[config.mk]
export PLATFORM = sky130hd
export DESIGN_NAME = approx_mul_pipe_flat
export DESIGN_NICKNAME = d
export VERILOG_FILES = /design/src/rtl/approx_mul_if.sv /design/src/rtl/approx_mul_pipe.sv /design/src/flat_wrapper.sv
export SDC_FILE = /design/constraint.sdc
export NUM_CORES = 1
export LEC_CHECK = 0
export ABC_AREA = 1
export CAP_MARGIN = 25
export CORE_ASPECT_RATIO = 0.8
export CORE_MARGIN = 10
export CORE_UTILIZATION = 50
export DETAILED_ROUTE_END_ITERATION = 8
export PLACE_DENSITY = 0.76
export REMOVE_ABC_BUFFERS = 1
export SLEW_MARGIN = 40
export SYNTH_ARGS = -nofsm -noshare
export SYNTH_HDL_FRONTEND = slang
export SYNTH_SLANG_ARGS = --single-unit
[constraint.sdc]
create_clock -name clk -period 2.7 [get_ports clk]
set_input_delay 0.27 -clock clk [delete_from_list [all_inputs] [get_ports clk]]
set_output_delay 0.27 -clock clk [all_outputs]
set_load 0.01 [all_outputs]
[src/rtl/approx_mul_if.sv]
// approx_mul_if: config, operand and result handshake bundle for approx_mul_pipe
interface approx_mul_if #(parameter int WIDTH = 8);
  logic cfg_we;
  logic [7:0] cfg_mode;
  logic in_valid;
  logic in_ready;
  logic [WIDTH-1:0] in_a;
  logic [WIDTH-1:0] in_b;
  logic out_valid;
  logic out_ready;
  logic [2*WIDTH-1:0] out_prod;
  logic [31:0] err_cnt;
  logic [31:0] err_sum;
  modport master (
    output cfg_we, cfg_mode, in_valid, in_a, in_b, out_ready,
    input in_ready, out_valid, out_prod, err_cnt, err_sum
  );
  modport slave (
    input cfg_we, cfg_mode, in_valid, in_a, in_b, out_ready,
    output in_ready, out_valid, out_prod, err_cnt, err_sum
  );
endinterface

[src/rtl/approx_mul_pipe.sv]
// approx_mul_pipe: pipelined per-quadrant approximate multiplier; APPROX_MUL_ERRSTAT_EN adds error counters
module approx_mul_pipe #(
  parameter int WIDTH = 8,
  parameter int TRUNC = 2
) (
  input logic clk,
  input logic rst,
  approx_mul_if.slave bus
);
  localparam int H = WIDTH / 2;
  localparam int W2 = 2 * WIDTH;
  localparam logic [WIDTH-1:0] M_TR = {{(WIDTH-TRUNC){1'b1}}, {TRUNC{1'b0}}};
  localparam logic [WIDTH-1:0] M_H = {{H{1'b1}}, {H{1'b0}}};
  logic advance;
  logic v1_q, v2_q, v3_q, v4_q;
  logic [7:0] mode_q, m1_q;
  logic [WIDTH-1:0] a1_q, b1_q;
  logic [WIDTH-1:0] ll_q, lh_q, hl_q, hh_q, ll_d, lh_d, hl_d, hh_d;
  logic [WIDTH:0] mid_q, mid_d;
  logic [W2-1:0] cat_q, prod_q, prod_d;
  function automatic logic [WIDTH-1:0] qm(input logic [1:0] m, input logic [WIDTH-1:0] p);
    return m == 2'b00 ? p : m == 2'b01 ? p & M_TR : m == 2'b10 ? p & M_H : '0;
  endfunction
  always_comb begin
    ll_d = qm(m1_q[1:0], WIDTH'(a1_q[H-1:0]) * WIDTH'(b1_q[H-1:0]));
    lh_d = qm(m1_q[3:2], WIDTH'(a1_q[H-1:0]) * WIDTH'(b1_q[WIDTH-1:H]));
    hl_d = qm(m1_q[5:4], WIDTH'(a1_q[WIDTH-1:H]) * WIDTH'(b1_q[H-1:0]));
    hh_d = qm(m1_q[7:6], WIDTH'(a1_q[WIDTH-1:H]) * WIDTH'(b1_q[WIDTH-1:H]));
    mid_d = {1'b0, hl_q} + {1'b0, lh_q};
    prod_d = cat_q + (W2'(mid_q) << H);
  end
  assign advance = !v4_q || bus.out_ready;
  assign bus.in_ready = advance;
  assign bus.out_valid = v4_q;
  assign bus.out_prod = prod_q;
  // HH and LL never overlap, so they concatenate; the cross terms are added in a final register
  always_ff @(posedge clk) begin
    if (rst) begin
      {v1_q, v2_q, v3_q, v4_q} <= '0;
      mode_q <= '0;
      m1_q <= '0;
      a1_q <= '0;
      b1_q <= '0;
      {ll_q, lh_q, hl_q, hh_q} <= '0;
      mid_q <= '0;
      cat_q <= '0;
      prod_q <= '0;
    end else begin
      if (bus.cfg_we) mode_q <= bus.cfg_mode;
      if (advance) begin
        v1_q <= bus.in_valid;
        v2_q <= v1_q;
        v3_q <= v2_q;
        v4_q <= v3_q;
        if (bus.in_valid) begin
          a1_q <= bus.in_a;
          b1_q <= bus.in_b;
          m1_q <= mode_q;
        end
        if (v1_q) begin
          ll_q <= ll_d;
          lh_q <= lh_d;
          hl_q <= hl_d;
          hh_q <= hh_d;
        end
        if (v2_q) begin
          cat_q <= {hh_q, ll_q};
          mid_q <= mid_d;
        end
        if (v3_q) prod_q <= prod_d;
      end
    end
  end
`ifdef APPROX_MUL_ERRSTAT_EN
  localparam int SW = (W2 > 32 ? W2 : 32) + 1;
  logic [W2-1:0] ex2_q, ex3_q, ex4_q, diff;
  logic [31:0] err_cnt_q, err_sum_q;
  logic [SW-1:0] sum_d;
  assign diff = ex4_q >= prod_q ? ex4_q - prod_q : prod_q - ex4_q;
  assign sum_d = SW'(err_sum_q) + SW'(diff);
  always_ff @(posedge clk) begin
    if (rst) begin
      {ex2_q, ex3_q, ex4_q} <= '0;
      err_cnt_q <= '0;
      err_sum_q <= '0;
    end else begin
      if (advance) begin
        if (v1_q) ex2_q <= W2'(a1_q) * W2'(b1_q);
        if (v2_q) ex3_q <= ex2_q;
        if (v3_q) ex4_q <= ex3_q;
      end
      if (v4_q && bus.out_ready) begin
        if (diff != '0 && err_cnt_q != '1) err_cnt_q <= err_cnt_q + 32'd1;
        err_sum_q <= |sum_d[SW-1:32] ? '1 : sum_d[31:0];
      end
    end
  end
  assign bus.err_cnt = err_cnt_q;
  assign bus.err_sum = err_sum_q;
`else
  assign bus.err_cnt = '0;
  assign bus.err_sum = '0;
`endif
endmodule

[src/flat_wrapper.sv]
// flat-port wrapper written by rule: the top's interface ports become plain ports
module approx_mul_pipe_flat 
#(
  parameter int WIDTH = 8,
  parameter int TRUNC = 2
)
  (clk, rst, bus_cfg_we, bus_cfg_mode, bus_in_valid, bus_in_a, bus_in_b, bus_out_ready, bus_in_ready, bus_out_valid, bus_out_prod, bus_err_cnt, bus_err_sum);
  approx_mul_if #(.WIDTH(WIDTH)) bus_i ();
  input logic clk;
  input logic rst;
  input wire logic [$bits(bus_i.cfg_we)-1:0] bus_cfg_we;
  input wire logic [$bits(bus_i.cfg_mode)-1:0] bus_cfg_mode;
  input wire logic [$bits(bus_i.in_valid)-1:0] bus_in_valid;
  input wire logic [$bits(bus_i.in_a)-1:0] bus_in_a;
  input wire logic [$bits(bus_i.in_b)-1:0] bus_in_b;
  input wire logic [$bits(bus_i.out_ready)-1:0] bus_out_ready;
  output wire logic [$bits(bus_i.in_ready)-1:0] bus_in_ready;
  output wire logic [$bits(bus_i.out_valid)-1:0] bus_out_valid;
  output wire logic [$bits(bus_i.out_prod)-1:0] bus_out_prod;
  output wire logic [$bits(bus_i.err_cnt)-1:0] bus_err_cnt;
  output wire logic [$bits(bus_i.err_sum)-1:0] bus_err_sum;
  assign bus_i.cfg_we = bus_cfg_we;
  assign bus_i.cfg_mode = bus_cfg_mode;
  assign bus_i.in_valid = bus_in_valid;
  assign bus_i.in_a = bus_in_a;
  assign bus_i.in_b = bus_in_b;
  assign bus_i.out_ready = bus_out_ready;
  assign bus_in_ready = bus_i.in_ready;
  assign bus_out_valid = bus_i.out_valid;
  assign bus_out_prod = bus_i.out_prod;
  assign bus_err_cnt = bus_i.err_cnt;
  assign bus_err_sum = bus_i.err_sum;
  approx_mul_pipe #(.WIDTH(WIDTH), .TRUNC(TRUNC)) u_core (.clk(clk), .rst(rst), .bus(bus_i));
endmodule
==> reports/metrics.cfg, run 1 <==
[clock_network]
clk_path_buf_depth = 2
cts_num_sinks = 109
cts_buffers = 9
clock_latency_ps = 360
cts_max_level = 3
tritoncts = yes
cts_root_buf = clkbuf_16
clk_pin_slew_worst_paths_ps = 80

[setup_path]
max_stage_delay_ps = 570
cpMaxStageDelayCell = fa_1
start_kind = register
r2r-start = u_core.b1_q[3]
end_kind = register
crit_top_cell = fa_1
cp_max_fo = 3
crit_required_ps = 2930
arrival_ps = 2860
critical_path_class = reg2reg
path_cells = nand2_2 -> fa_1 -> inv_2 -> fa_1 -> inv_1 -> fa_2 -> buf_4 -> xnor2_1 -> a22oi_1 -> nor2_1
regToRegEndpoint = u_core.hl_q[4]
r2r_cells = 10
r2r_setup_slack_ps = 70

[cells_and_area]
mostFrequentLayoutCells = 175 x nand2_1, 145 x nor2_1, 134 x inv_1
final_nets = 1155
drive_gt1_frac = 0.0849
finish.utilization = 0.567
antennaDiodeCount = 0
final_common_cell = nand2_1
area_growth_pct = 11.7

[sta]
setup_violations = 0
period_needed_ps = 2630
clock.fmax_ghz = 0.380
worst_pin_slew_ps = 685
setup_ws_ps = 70.7
period_share = 0.974
rsz0062_at_grt = yes
relSlewSlack = 0.539
skew_ps = 10.3
timing.hold.ws_ps = 471
hold_viol_final = 0
finalMaxSlewViolations = 0

[global_routing]
grt_pass1_wl_mm = 27.4
globalRouteTotalUtil = 0.162
grt_pass1_vias = 5841
grt_antenna_before_repair = 0
grt_max_degree = 64
gr-total-overflow = 0

[placement]
port_buffers = 46
dp_slack_ps = -108
place_congestion = 0.875
dp_hpwl_mm = 12.1

[yosys]
synth.cell_area_mm2 = 0.00721
synth.distinct_cells = 33
yosysWarnings = 0
ys.flop_type = dfxtp_1
synth_area_per_cell_um2 = 7.23
ys_seq_area_frac = 0.303
synth_edf_count = 0
ys_async_sr_fraction = 0
ys_ff_latch = 109
synth_cells = 998

[run]
maxCapViolCount = 0

[hold_path]
holdPathEnd = u_core.hh_q[2]
hp-class = reg2reg
hold_depth = 2
worstHoldStart = u_core.hh_q[2]

[floorplan]
ios = 111
die_h_um = 127
die_w_um = 154
placementRows = 39
dieArea_mm2 = 0.0197
core_mm2 = 0.0142
start_util = 0.508

[power_and_ir_drop]
ir_drop_mv = 0.361
p_leak_uw = 0.00427
power_density_mw_per_mm2 = 467
power_uw = 3760

[status]
status = finished, final reports clean

[detailed_routing]
viasPerCell = 4.82
first_pass_iters = 5
drcViolationCount = 0
wl_mm = 15.9
wl_per_cell_um = 12.9
dr_total_vias = 5936
drtIter0Drc = 381
ant_nets = 0

-- area by class of cell --
type / instances / area, um2
repair buffers: 78 / 696
clock buffers: 9 / 225
well taps: 184 / 230
clock inverters: 7 / 106
flip-flops and latches: 109 / 2200
fillers: 1328 / 6150
multi-input cells: 707 / 4070
inverters: 138 / 528
-- Yosys cell counts (14+ instances only) --
| cell type | number | area, um2 |
|---|---|---|
| ha_1 | 65 | 813 |
| clkbuf_1 | 25 | 93.8 |
| inv_1 | 135 | 507 |
| buf_4 | 65 | 488 |
| nor2_1 | 145 | 544 |
| a21oi_1 | 54 | 270 |
| nand3_1 | 47 | 235 |
| fa_1 | 18 | 360 |
| xor2_1 | 14 | 123 |
| dfxtp_1 | 109 | 2180 |
| o21ai_0 | 75 | 375 |
| nand2_1 | 177 | 664 |
-- sequential cells by signal, summed over array words and instances (netlist names) --
| name | count |
|---|---|
| u_core.hl_q | 8 |
| u_core.bus.out_prod | 16 |
| u_core.ll_q | 8 |
| u_core.v3_q | 1 |
| u_core.v2_q | 1 |
| u_core.hh_q | 8 |
| u_core.mode_q | 8 |
| u_core.bus.out_valid | 1 |
| u_core.a1_q | 8 |
| u_core.mid_q | 9 |
| u_core.lh_q | 8 |
| u_core.b1_q | 8 |
| u_core.cat_q | 16 |
| u_core.m1_q | 8 |
| u_core.v1_q | 1 |
-- worst max-delay path by stage --
stage	startpoint	to	slack, ps	depth (start not counted)
after global placement	u_core.a1_q[0]	u_core.lh_q[6]	-60	10
after detailed placement	u_core.a1_q[0]	u_core.lh_q[6]	-110	10
final	u_core.b1_q[3]	u_core.hl_q[4]	70	10
after CTS	u_core.a1_q[0]	u_core.ll_q[6]	6	10
after global routing	u_core.b1_q[3]	u_core.hl_q[6]	-30	12
after floorplan	u_core.a1_q[4]	u_core.hh_q[6]	-20	10
-- cells by family (layout without fill, tap and decap cells) --
kind of cell    count (synthesis)  after routing  synth area share
simple gates                  390            390             0.223
buf+inv                       245            232             0.173
compound gates                151            151             0.115
flops                         109            109             0.303
fa+ha+maj                      83             83             0.163
xor+xnor                       19             19            0.0231
other cells                     1             64          0.000520
-- worst max-delay path, delay by kind of cell (launching register included) --
kind / cells / cell delay [ps]
buf+inv: 3 / 240
fa+ha+maj: 3 / 1470
flops: 1 / 370
compound gates: 1 / 160
simple gates: 2 / 140
xor+xnor: 1 / 110
-- power breakdown --
part | leakage, uW | internal [uW] | total [uW] | switching (uW)
registers | 0.000896 | 1690 | 1750 | 64.9
logic | 0.00322 | 235 | 586 | 351
clock network | 0.000156 | 751 | 1420 | 670
-- per-layer routing --
layer	track usage	wire [um]
met1	0.205	7480
met2	0.276	7700
met3	0.0349	539
met4	0.0377	159
met5	0	0
-- stage by stage --
stage,area (um2),std cells,setup TNS (ps)
after global placement,7620,1212,-220
after floorplan,6730,954,-98.3
after detailed placement,7620,1212,-640
final,8050,1232,0
after global routing,8050,1232,-107
after CTS,7990,1230,0
-- what timing repair did --
item / 4_1_cts / 5_1_grt
gates cloned: 0 / 0
resized for setup: 17 / 15
hold buffers: 0 / 0
buffers inserted: 2 / 2
setup endpoints to repair: 8 / 11
pin swaps: 4 / 12
Note: power is estimated with default switching activity, not from simulation.
==> inputs of run 2 (changes only) <==
--- a/config.mk
+++ b/config.mk
@@ -7,11 +7,11 @@
 export LEC_CHECK = 0
 export ABC_AREA = 1
 export CAP_MARGIN = 25
-export CORE_ASPECT_RATIO = 0.8
 export CORE_MARGIN = 10
-export CORE_UTILIZATION = 50
+export CORE_UTILIZATION = 55
 export DETAILED_ROUTE_END_ITERATION = 8
-export PLACE_DENSITY = 0.76
+export MAX_ROUTING_LAYER = met4
+export PLACE_DENSITY = 0.79
 export REMOVE_ABC_BUFFERS = 1
 export SLEW_MARGIN = 40
 export SYNTH_ARGS = -nofsm -noshare
==> constraint.sdc (replaced) <==
create_clock -name clk -period 2.5 [get_ports clk]
set_input_delay 0.25 -clock clk [delete_from_list [all_inputs] [get_ports clk]]
set_output_delay 0.25 -clock clk [all_outputs]
set_load 0.01 [all_outputs]
==> run 2 against run 1 <==
The run now ends with negative setup slack left. Clock skew decreased by 0.62 ps. Final area increased by 3.9%. First-iteration DRC count increased by 12%. Sequential share of layout area decreased by 0.98 points. Final cell count about the same. Critical path depth unchanged. Register-to-register slack got worse by 200 ps. Non-clock buffer count increased by 11. Sequential cell count unchanged. Via count increased by 1.6%. Fmax about the same. Clock power increased by 7%. Critical path type unchanged. Largest power group unchanged.
==> reports/metrics.cfg, run 2 (synthesis results as in run 1) <==
[global_routing]
grt_pass1_vias = 5704
busiest_layer = met2
gr-total-overflow = 0
grt_max_degree = 64
grtUsageMet2 = 0.309
use_met3 = 0.0475
grt_pass1_wl_mm = 26.6
globalRouteTotalUtil = 0.180
use_met1 = 0.203
grt_antenna_before_repair = 0

[power_and_ir_drop]
seqPwrFrac = 0.461
p_sw_uw = 1170
cellInternalPower_uw = 2940
power.share.clock = 0.370
combinationalPowerShare = 0.169
power_density_mw_per_mm2 = 492
switching_share = 0.285
p_leak_uw = 0.00433
ir_drop_mv = 0.511

[setup_path]
cp_max_fo = 4
start_kind = register
crit_top_cell = fa_1
max_stage_delay_ps = 540
r2r_cells = 10
r2r_setup_slack_ps = -130
crit_end = u_core.lh_q[6]
regToRegEndpoint = u_core.lh_q[6]
critical_path_class = reg2reg
r2r-start = u_core.b1_q[7]
cpMaxStageDelayCell = fa_1
cp_top_family = adder cells
end_kind = register
path_cells = nand2_4 -> fa_1 -> inv_2 -> fa_1 -> inv_1 -> fa_2 -> o21ai_2 -> xor2_1 -> nand2_1 -> a21oi_2
startpoint = u_core.b1_q[7]
arrival_ps = 2920
path_depth = 10
critical_path_buf_inv_count = 2
crit_required_ps = 2790

[floorplan]
dieArea_mm2 = 0.0181
placementRows = 41
die_w_um = 135
start_util = 0.567
die_h_um = 135
ios = 111
core_mm2 = 0.0127

[cells_and_area]
finish.instance_area_mm2 = 0.00837
area_growth_pct = 16.1
finalNonFillerCells = 1231
antennaDiodeCount = 0
seq_area_mm2 = 0.00220
fillers = 1137
final_nets = 1166
drive_gt1_frac = 0.123
mostFrequentLayoutCells = 172 x nand2_1, 145 x nor2_1, 132 x inv_1
multi_input_comb_area_mm2 = 0.00432
final_common_cell = nand2_1

[hold_path]
hp-class = in2reg
worstHoldStart = rst

[detailed_routing]
viasPerCell = 4.90
wl_mm = 16.7
dr_total_vias = 6033
first_pass_iters = 5
drcViolationCount = 0
wl_per_cell_um = 13.6
ant_nets = 0
drtIter0Drc = 428

[clock_network]
cts_buffers = 9
tritoncts = yes
cts_num_sinks = 109
cts_max_level = 3
clock_latency_ps = 360
cts_root_buf = clkbuf_16
clk_pin_slew_worst_paths_ps = 80
clk_path_buf_depth = 2

[run]
maxCapViolCount = 0

[sta]
period_share = 1.05
clock.fmax_ghz = 0.380
setup_violations = 8
rsz0062_at_grt = yes
setup_ws_ps = -129
period_needed_ps = 2630
setup_tns_ps = -393
relSlewSlack = 0.632
finalMaxSlewViolations = 0
hold_viol_final = 0
timing.hold.ws_ps = 468
skew_ps = 9.73
worst_pin_slew_ps = 552

[placement]
place_congestion = 0.871
dp_slack_ps = -331
placed_cell_area_mm2 = 0.00765
dp.cells = 1206
port_buffers = 46
dp_hpwl_mm = 11.7

[status]
status = complete, but fails checks
violations = negative setup slack

[run 2: how the worst min path moves through the flow]
stage	to	slack, ps	cells after the start
2_1_floorplan	u_core.bus.out_valid	320	1
3_3_place_gp	u_core.hh_q[2]	450	2
3_5_place_dp	u_core.ll_q[2]	450	2
4_1_cts	u_core.hh_q[4]	460	3
5_1_grt	u_core.hl_q[4]	480	3
6_report	u_core.hh_q[4]	470	3
[run 2: cell type report]
cell class	count	area share
Clock buffer	10	0.0285
Multi-Input combinational cell	707	0.516
Sequential cell	109	0.263
Inverter	138	0.0631
Tap cell	172	0.0257
Clock inverter	6	0.00927
Timing Repair Buffer	89	0.0939
[run 2: stage by stage]
stage | util | power [uW]
2_1_floorplan | - | 2300
6_report | 0.658 | 4120
5_1_grt | 0.658 | 4320
3_5_place_dp | 0.602 | 2550
4_1_cts | 0.639 | 4080
3_3_place_gp | 0.602 | 2530
[run 2: repair_timing]
| action | CTS | global route |
|---|---|---|
| hold buffers | 0 | 0 |
| endpoints found under the setup margin | 17 | 19 |
| setup buffers | 8 | 1 |
| gates resized for setup | 35 | 34 |
| pin swaps | 17 | 19 |
[run 2: routing by layer]
metal | wire length (um) | vias to the layer above | share of wire
met2 | 8460 | 168 | 0.51
met1 | 7010 | 2701 | 0.42
li1 | - | 3134 | -
met3 | 944 | 30 | 0.057
met4 | 263 | 0 | 0.016
met5 | 0 | - | 0
[run 2: worst min-delay path: stages]
cell	delay [ps]
buf_2	100
buf_4	260
nor2_1	140
[run 2: power by group through the flow]
stage | combinational (uW) | sequential [uW] | clock, uW
after global routing | 783 | 1910 | 1620
after CTS | 639 | 1900 | 1540
after global placement | 602 | 1930 | 0
after detailed placement | 611 | 1930 | 0
final | 697 | 1900 | 1520
after floorplan | 374 | 1930 | 0
